**src/rtl/tpu_pkg.sv**
```systemverilog
// Shared encodings for the TPU load controller: opcodes, FSM states and
// target-buffer selects.
package tpu_pkg;

    typedef enum logic [2:0] {
        OP_NOP       = 3'b000,
        OP_FETCH_W   = 3'b001,
        OP_FETCH_INP = 3'b010,
        OP_FETCH_INS = 3'b011,
        OP_START     = 3'b101
    } opcode_e;

    typedef enum logic [2:0] {
        ST_IDLE,
        ST_LOAD_W,
        ST_LOAD_INP,
        ST_LOAD_INS,
        ST_RUN
    } state_e;

    // Select values double as the bit index into the loaded flags {ins, inp, w}.
    typedef enum logic [1:0] {
        SEL_W   = 2'b00,
        SEL_INP = 2'b01,
        SEL_INS = 2'b10
    } mem_sel_e;

endpackage

```
**src/rtl/tpu_load_ctrl_if.sv**
```systemverilog
// Host command/data stream and buffer write port of the TPU load controller.
interface tpu_load_ctrl_if #(
    parameter int ADDR_W = 4
);
    logic [2:0]        cmd;
    logic              cmd_valid;
    logic [7:0]        data_in;
    logic              data_valid;
    logic              mem_we;
    logic [1:0]        mem_sel;
    logic [ADDR_W-1:0] mem_addr;
    logic [7:0]        mem_wdata;

    modport master (
        output cmd, cmd_valid, data_in, data_valid,
        input  mem_we, mem_sel, mem_addr, mem_wdata
    );

    modport slave (
        input  cmd, cmd_valid, data_in, data_valid,
        output mem_we, mem_sel, mem_addr, mem_wdata
    );
endinterface

```
**src/rtl/tpu_beat_counter.sv**
```systemverilog
// Beat counter for buffer loads: synchronous clear, increment per beat and
// terminal-count flag against a run-time limit (index of the final beat).
module tpu_beat_counter #(
    parameter int CNT_W = 4
) (
    input  logic             clk,
    input  logic             reset,
    input  logic             clear,
    input  logic             inc,
    input  logic [CNT_W-1:0] limit,
    output logic [CNT_W-1:0] count,
    output logic             last
);
    logic [CNT_W-1:0] count_q;
    logic [CNT_W-1:0] count_d;

    always_comb begin
        count_d = count_q;
        if (clear) begin
            count_d = '0;
        end else if (inc) begin
            count_d = count_q + CNT_W'(1);
        end
    end

    always_ff @(posedge clk or posedge reset) begin
        if (reset) begin
            count_q <= '0;
        end else begin
            count_q <= count_d;
        end
    end

    assign count = count_q;
    assign last  = inc && (count_q == limit);
endmodule

```
**src/rtl/tpu_load_ctrl.sv**
```systemverilog
// TPU load controller: streams weight/input/instruction bytes into their
// buffers, tracks which buffers are loaded and launches the compute core.
module tpu_load_ctrl
    import tpu_pkg::*;
#(
    parameter int W_BYTES   = 4,
    parameter int INP_BYTES = 4,
    parameter int INS_BYTES = 16,
    parameter int ADDR_W    = 4
) (
    input  logic                  clk,
    input  logic                  reset,
    tpu_load_ctrl_if.slave        bus,
    input  logic                  core_done,
    output logic                  busy,
    output logic                  core_start,
    output logic [2:0]            loaded,
    output logic                  done,
    output logic                  err
);
    localparam logic [ADDR_W-1:0] W_LAST   = ADDR_W'(W_BYTES - 1);
    localparam logic [ADDR_W-1:0] INP_LAST = ADDR_W'(INP_BYTES - 1);
    localparam logic [ADDR_W-1:0] INS_LAST = ADDR_W'(INS_BYTES - 1);

    state_e            state_q,      state_d;
    logic [2:0]        loaded_q,     loaded_d;
    logic              busy_q,       busy_d;
    logic              mem_we_q,     mem_we_d;
    mem_sel_e          mem_sel_q,    mem_sel_d;
    logic [ADDR_W-1:0] mem_addr_q,   mem_addr_d;
    logic [7:0]        mem_wdata_q,  mem_wdata_d;
    logic              core_start_q, core_start_d;
    logic              done_q,       done_d;
    logic              err_q,        err_d;

    logic              cnt_clear;
    logic              cnt_inc;
    logic              cnt_last;
    logic [ADDR_W-1:0] cnt;
    logic [ADDR_W-1:0] cnt_limit;
    mem_sel_e          load_sel;

    tpu_beat_counter #(
        .CNT_W (ADDR_W)
    ) u_beat_counter (
        .clk   (clk),
        .reset (reset),
        .clear (cnt_clear),
        .inc   (cnt_inc),
        .limit (cnt_limit),
        .count (cnt),
        .last  (cnt_last)
    );

    always_comb begin
        load_sel  = SEL_W;
        cnt_limit = W_LAST;
        case (state_q)
            ST_LOAD_INP: begin
                load_sel  = SEL_INP;
                cnt_limit = INP_LAST;
            end
            ST_LOAD_INS: begin
                load_sel  = SEL_INS;
                cnt_limit = INS_LAST;
            end
            default: ;
        endcase
    end

    always_comb begin
        state_d      = state_q;
        loaded_d     = loaded_q;
        mem_we_d     = 1'b0;
        mem_sel_d    = mem_sel_q;
        mem_addr_d   = mem_addr_q;
        mem_wdata_d  = mem_wdata_q;
        core_start_d = 1'b0;
        done_d       = 1'b0;
        err_d        = 1'b0;
        cnt_clear    = 1'b0;
        cnt_inc      = 1'b0;

        case (state_q)
            ST_IDLE: begin
                if (bus.cmd_valid) begin
                    case (opcode_e'(bus.cmd))
                        OP_FETCH_W: begin
                            state_d           = ST_LOAD_W;
                            cnt_clear         = 1'b1;
                            loaded_d[SEL_W]   = 1'b0;
                        end
                        OP_FETCH_INP: begin
                            state_d           = ST_LOAD_INP;
                            cnt_clear         = 1'b1;
                            loaded_d[SEL_INP] = 1'b0;
                        end
                        OP_FETCH_INS: begin
                            state_d           = ST_LOAD_INS;
                            cnt_clear         = 1'b1;
                            loaded_d[SEL_INS] = 1'b0;
                        end
                        OP_START: begin
                            if (loaded_q == 3'b111) begin
                                state_d      = ST_RUN;
                                core_start_d = 1'b1;
                            end else begin
                                err_d = 1'b1;
                            end
                        end
                        OP_NOP: ;
                        default: err_d = 1'b1;
                    endcase
                end
            end
            ST_LOAD_W, ST_LOAD_INP, ST_LOAD_INS: begin
                // Commands are refused here, but a beat on the same cycle still lands.
                err_d = bus.cmd_valid;
                if (bus.data_valid) begin
                    cnt_inc     = 1'b1;
                    mem_we_d    = 1'b1;
                    mem_sel_d   = load_sel;
                    mem_addr_d  = cnt;
                    mem_wdata_d = bus.data_in;
                    if (cnt_last) begin
                        state_d            = ST_IDLE;
                        loaded_d[load_sel] = 1'b1;
                    end
                end
            end
            ST_RUN: begin
                err_d = bus.cmd_valid;
                if (core_done) begin
                    state_d = ST_IDLE;
                    done_d  = 1'b1;
                end
            end
            default: state_d = ST_IDLE;
        endcase

        busy_d = (state_d != ST_IDLE);
    end

    always_ff @(posedge clk or posedge reset) begin
        if (reset) begin
            state_q      <= ST_IDLE;
            loaded_q     <= '0;
            busy_q       <= 1'b0;
            mem_we_q     <= 1'b0;
            mem_sel_q    <= SEL_W;
            mem_addr_q   <= '0;
            mem_wdata_q  <= '0;
            core_start_q <= 1'b0;
            done_q       <= 1'b0;
            err_q        <= 1'b0;
        end else begin
            state_q      <= state_d;
            loaded_q     <= loaded_d;
            busy_q       <= busy_d;
            mem_we_q     <= mem_we_d;
            mem_sel_q    <= mem_sel_d;
            mem_addr_q   <= mem_addr_d;
            mem_wdata_q  <= mem_wdata_d;
            core_start_q <= core_start_d;
            done_q       <= done_d;
            err_q        <= err_d;
        end
    end

    assign bus.mem_we    = mem_we_q;
    assign bus.mem_sel   = mem_sel_q;
    assign bus.mem_addr  = mem_addr_q;
    assign bus.mem_wdata = mem_wdata_q;
    assign busy          = busy_q;
    assign core_start    = core_start_q;
    assign loaded        = loaded_q;
    assign done          = done_q;
    assign err           = err_q;
endmodule

```
**src/flat_wrapper.sv**
```systemverilog
// flat-port wrapper written by rule: the top's interface ports become plain ports
module tpu_load_ctrl_flat import tpu_pkg::*;
#(
    parameter int W_BYTES   = 4,
    parameter int INP_BYTES = 4,
    parameter int INS_BYTES = 16,
    parameter int ADDR_W    = 4
)
  (clk, reset, core_done, busy, core_start, loaded, done, err, bus_cmd, bus_cmd_valid, bus_data_in, bus_data_valid, bus_mem_we, bus_mem_sel, bus_mem_addr, bus_mem_wdata);
  tpu_load_ctrl_if #(.ADDR_W(ADDR_W)) bus_i ();
  input  logic clk;
  input  logic reset;
  input  logic core_done;
  output logic busy;
  output logic core_start;
  output logic [2:0] loaded;
  output logic done;
  output logic err;
  input wire logic [$bits(bus_i.cmd)-1:0] bus_cmd;
  input wire logic [$bits(bus_i.cmd_valid)-1:0] bus_cmd_valid;
  input wire logic [$bits(bus_i.data_in)-1:0] bus_data_in;
  input wire logic [$bits(bus_i.data_valid)-1:0] bus_data_valid;
  output wire logic [$bits(bus_i.mem_we)-1:0] bus_mem_we;
  output wire logic [$bits(bus_i.mem_sel)-1:0] bus_mem_sel;
  output wire logic [$bits(bus_i.mem_addr)-1:0] bus_mem_addr;
  output wire logic [$bits(bus_i.mem_wdata)-1:0] bus_mem_wdata;
  assign bus_i.cmd = bus_cmd;
  assign bus_i.cmd_valid = bus_cmd_valid;
  assign bus_i.data_in = bus_data_in;
  assign bus_i.data_valid = bus_data_valid;
  assign bus_mem_we = bus_i.mem_we;
  assign bus_mem_sel = bus_i.mem_sel;
  assign bus_mem_addr = bus_i.mem_addr;
  assign bus_mem_wdata = bus_i.mem_wdata;
  tpu_load_ctrl #(.W_BYTES(W_BYTES), .INP_BYTES(INP_BYTES), .INS_BYTES(INS_BYTES), .ADDR_W(ADDR_W)) u_core (.clk(clk), .reset(reset), .bus(bus_i), .core_done(core_done), .busy(busy), .core_start(core_start), .loaded(loaded), .done(done), .err(err));
endmodule
```
**config.mk**
```make
export PLATFORM = sky130hd
export DESIGN_NAME = tpu_load_ctrl_flat
export DESIGN_NICKNAME = d
export VERILOG_FILES = /design/src/rtl/tpu_pkg.sv /design/src/rtl/tpu_load_ctrl_if.sv /design/src/rtl/tpu_beat_counter.sv /design/src/rtl/tpu_load_ctrl.sv /design/src/flat_wrapper.sv
export SDC_FILE = /design/constraint.sdc
export NUM_CORES = 1
export LEC_CHECK = 0
export ABC_AREA = 1
export BUFFER_PORTS_ARGS = -buffer_cell sky130_fd_sc_hd__buf_2
export CAP_MARGIN = 15
export CORE_AREA = 2 2 60 62
export DETAILED_ROUTE_END_ITERATION = 10
export DIE_AREA = 0 0 62 64
export GPL_TIMING_DRIVEN = 0
export PLACE_DENSITY = 0.82
export SYNTH_ARGS = -nofsm -noshare
export SYNTH_HDL_FRONTEND = slang
export SYNTH_HIERARCHICAL = 1
export SYNTH_SLANG_ARGS = --single-unit
```
**constraint.sdc**
```tcl
create_clock -name clk -period 1.68 [get_ports clk]
set_input_delay 0.168 -clock clk [delete_from_list [all_inputs] [get_ports clk]]
set_output_delay 0.168 -clock clk [all_outputs]
set_load 0.02 [all_outputs]
```
==> summary.json <==
{
  "slew_headroom": 0.4006,
  "max_clock_freq_mhz": 562.2,
  "final_cell_mix": "61 x sky130_fd_sc_hd__nand2_1, 37 x sky130_fd_sc_hd__buf_2, 28 x sky130_fd_sc_hd__dfrtp_1, 20 x sky130_fd_sc_hd__inv_1, 13 x sky130_fd_sc_hd__buf_4",
  "cts_tree": "done",
  "overflow": 0,
  "crit_required_ns": 1.89,
  "static_leak_nw": 1.109,
  "cp_data_arrival_time_ns": 1.99,
  "pre_cts_slack_ns": -0.2356,
  "clock_sink_count": 29,
  "placement.io_buffers": 37,
  "status": "complete, but fails checks",
  "grt_pass1_vias": 1220,
  "fp.dieW_microns": 62,
  "period_share": 1.059,
  "rsz0062_at_grt": "yes",
  "antenna_found_initial": 0,
  "synth_top_area_share": 0.5048,
  "insertedDiodeCount": 0,
  "netlist_area_sq_um": 1438,
  "use_met3": 0.03036,
  "remaining_drc_errors": 0,
  "layout-drive-gt1-share": 0.3770,
  "ys_ff_latch": 29,
  "holdCritPathClass": "in -> reg",
  "drv.max_cap_violation_count": 0,
  "number_of_buffers_added_by_the_clock_tree_synthesis_step": 5,
  "powerDensity_nw_per_um2": 1702,
  "clock_skew_ns": 0.005355,
  "pin_count_of_the_biggest_net_entering_global_routing": 26,
  "cts_root_buffer": "sky130_fd_sc_hd__clkbuf_4",
  "netlist_instances": 183,
  "fin_hold_ws_ns": 0.05217,
  "start_kind": "flip-flop",
  "synth-warning-count": 6,
  "dieHeight_microns": 64,
  "drt_iter0_drc": 85,
  "routed-via-count": 1340,
  "wire_length_of_the_first_global_routing_pass_microns": 5030,
  "post_dr_vias_cell": 4.621,
  "number_of_endpoints_failing_setup_at_the_final_stage": 5,
  "synth_sequential_area_ratio": 0.5048,
  "synth_area_per_cell_sq_um": 7.856,
  "cpMaxStageDelayCell": "sky130_fd_sc_hd__dfrtp_1",
  "ys_types": 25,
  "cts.clk_slew.worst_paths_ns": 0.09,
  "tightest_slew_ns": 0.8981,
  "clk-insertion-delay-late_ns": 0.31,
  "grt_use_met2": 0.2799,
  "synth.top_cells.by_area": "sky130_fd_sc_hd__dfrtp_1 50%, sky130_fd_sc_hd__nand2_1 17%, sky130_fd_sc_hd__inv_1 6.5%, sky130_fd_sc_hd__nand3_1 5.2%, sky130_fd_sc_hd__nor2_1 3.9%",
  "cts.path.max_buffers": 2,
  "fp.dieArea_sq_um": 3968,
  "antenna_violating_nets_post_route": 0,
  "layout_commonest_cell": "sky130_fd_sc_hd__nand2_1",
  "setup.worst_path.class": "reg -> reg",
  "htree_levels": 2,
  "fin_area_sq_um": 1908,
  "power_mw": 3.247,
  "violated_checks": "negative setup slack",
  "routabilityCongestion": 0.8471,
  "grtUsageTotal": 0.1691,
  "design.final.nets": 260,
  "critical_path.endpoint_type": "flip-flop",
  "timing.critical_path.slowest_cell_delay_ns": 0.42,
  "postLayoutSetupSlackWorst_ns": -0.09868,
  "place_area_sq_um": 1692,
  "drt_pre_antenna_iters": 4,
  "finalWirelength_microns": 3408,
  "vdd_ir_drop_max_v": 0.0006220,
  "report.final.hold_viol_count": 0,
  "globalRouteMet1Util": 0.2075,
  "detailed_placement_wirelength_estimate_microns": 2103,
  "final_period_minus_worst_setup_slack_ns": 1.779,
  "max_slew_violation_count": 0,
  "flow.area_growth_from_synthesis_pct": 32.72,
  "crit_chain": "nor2_4 > nor2_4 > nand2_4 > inv_4 > inv_2 > nor2_1 > nand3_1 > nor2_2 > nand2_2 > nand2_1 > nand4_1 > nand2_1 > inv_1",
  "critical_path.max_fanout": 5,
  "core_sq_um": 3284,
  "busiest_layer": "met2",
  "num_rows": 21,
  "initial_utilization": 0.4377,
  "detail_route.wl_per_cell_microns": 11.75,
  "design.portCount": 38,
  "yosysTopAreaCell": "sky130_fd_sc_hd__dfrtp_1"
}
## flip-flops by register name (all words and copies together), names as in the netlist
register / cells
u_core/loaded: 3
u_core/done: 1
u_core/bus.mem_wdata: 8
u_core/bus.mem_we: 1
u_core/core_start: 1
u_core/bus.mem_sel: 2
u_core/bus.mem_addr: 4
u_core/u_beat_counter/count: 4
u_core/busy: 1
u_core/err: 1
u_core/state_q: 3
## power breakdown
part           total, mW  switching (mW)  internal, mW
sequential          1.17           0.195         0.974
clock              0.384           0.225         0.159
combinational       1.69            1.04         0.649
## Yosys cell counts (all sizes together)
cell type	n
nand3	15
nor3	2
o21a	1
a21oi	5
inv	27
dfrtp	29
conb	1
nand2	71
o21ai	3
nor2	19
xnor2	2
buf	2
or2	1
o21bai	1
ha	1
nand4	3
## area by class of cell
cell class                      instances  area (sq um)
Timing Repair Buffer                   52         307.8
Tap cell                               46         57.56
Buffer                                  1         7.507
Clock buffer                            6         41.29
Multi-Input combinational cell        127         653.1
Inverter                               27         103.9
Sequential cell                        29         726.9
Fill cell                             289          1376
Clock inverter                          2         10.01
## critical path: cells and delay by family (launching register included)
| family | cells | cell delay (ns) |
|---|---|---|
| flops | 1 | 0.42 |
| buf+inv | 3 | 0.14 |
| simple gates | 10 | 1.10 |
## per-layer routing
layer | up-vias | routed length, microns
li1 | 675 | -
met1 | 607 | 1518
met2 | 48 | 1627
met3 | 10 | 156
met4 | 0 | 106
met5 | - | 0
## cells by family (layout without fill, tap and decap cells)
group | after synthesis | after routing | share of synthesized area
other cells | 1 | 3 | 0.002608
flops | 29 | 29 | 0.5048
buf+inv | 29 | 88 | 0.09139
compound gates | 10 | 10 | 0.04091
simple gates | 111 | 111 | 0.3394
xor+xnor | 2 | 2 | 0.01219
fa+ha+maj | 1 | 1 | 0.008702
## path summary, 6_finish.rpt
path	startpoint	to	slack, ns	depth (start not counted)
setup reg to reg	u_core/state_q[0]$_DFF_PP0_	u_core/loaded[2]$_DFFE_PP0P_	-0.1	13
hold / removal	bus_data_in[7]	u_core/bus.mem_wdata[7]$_DFFE_PP0P_	0.05	3
max in group asynchronous	reset	u_core/state_q[2]$_DFF_PP0_	0.48	3
min in group asynchronous	reset	u_core/u_beat_counter/count[1]$_DFFE_PP0P_	0.29	3
setup / recovery	u_core/state_q[0]$_DFF_PP0_	u_core/loaded[2]$_DFFE_PP0P_	-0.1	13
hold reg to reg	u_core/bus.mem_wdata[7]$_DFFE_PP0P_	u_core/bus.mem_wdata[7]$_DFFE_PP0P_	0.48	2
## what timing repair did
action	CTS	global route
setup buffers	6	8
cloned	0	0
pin swaps	4	15
endpoints found under the setup margin	6	6
endpoints found under the hold margin	4	0
hold buffers	1	0
gates resized for setup	6	18
## metrics by stage
| stage | util | instances | TNS (ns) |
|---|---|---|---|
| 6_report | 0.5810 | 290 | -0.1965 |
| 5_1_grt | 0.5810 | 290 | -0.6105 |
| 4_1_cts | 0.5531 | 283 | -0.01487 |
| 3_5_place_dp | 0.5150 | 268 | -0.8741 |
| 3_3_place_gp | 0.5150 | 268 | -0.8148 |
| 2_1_floorplan | - | 185 | -0.005078 |
No activity file was read; power rests on OpenSTA's default activity.
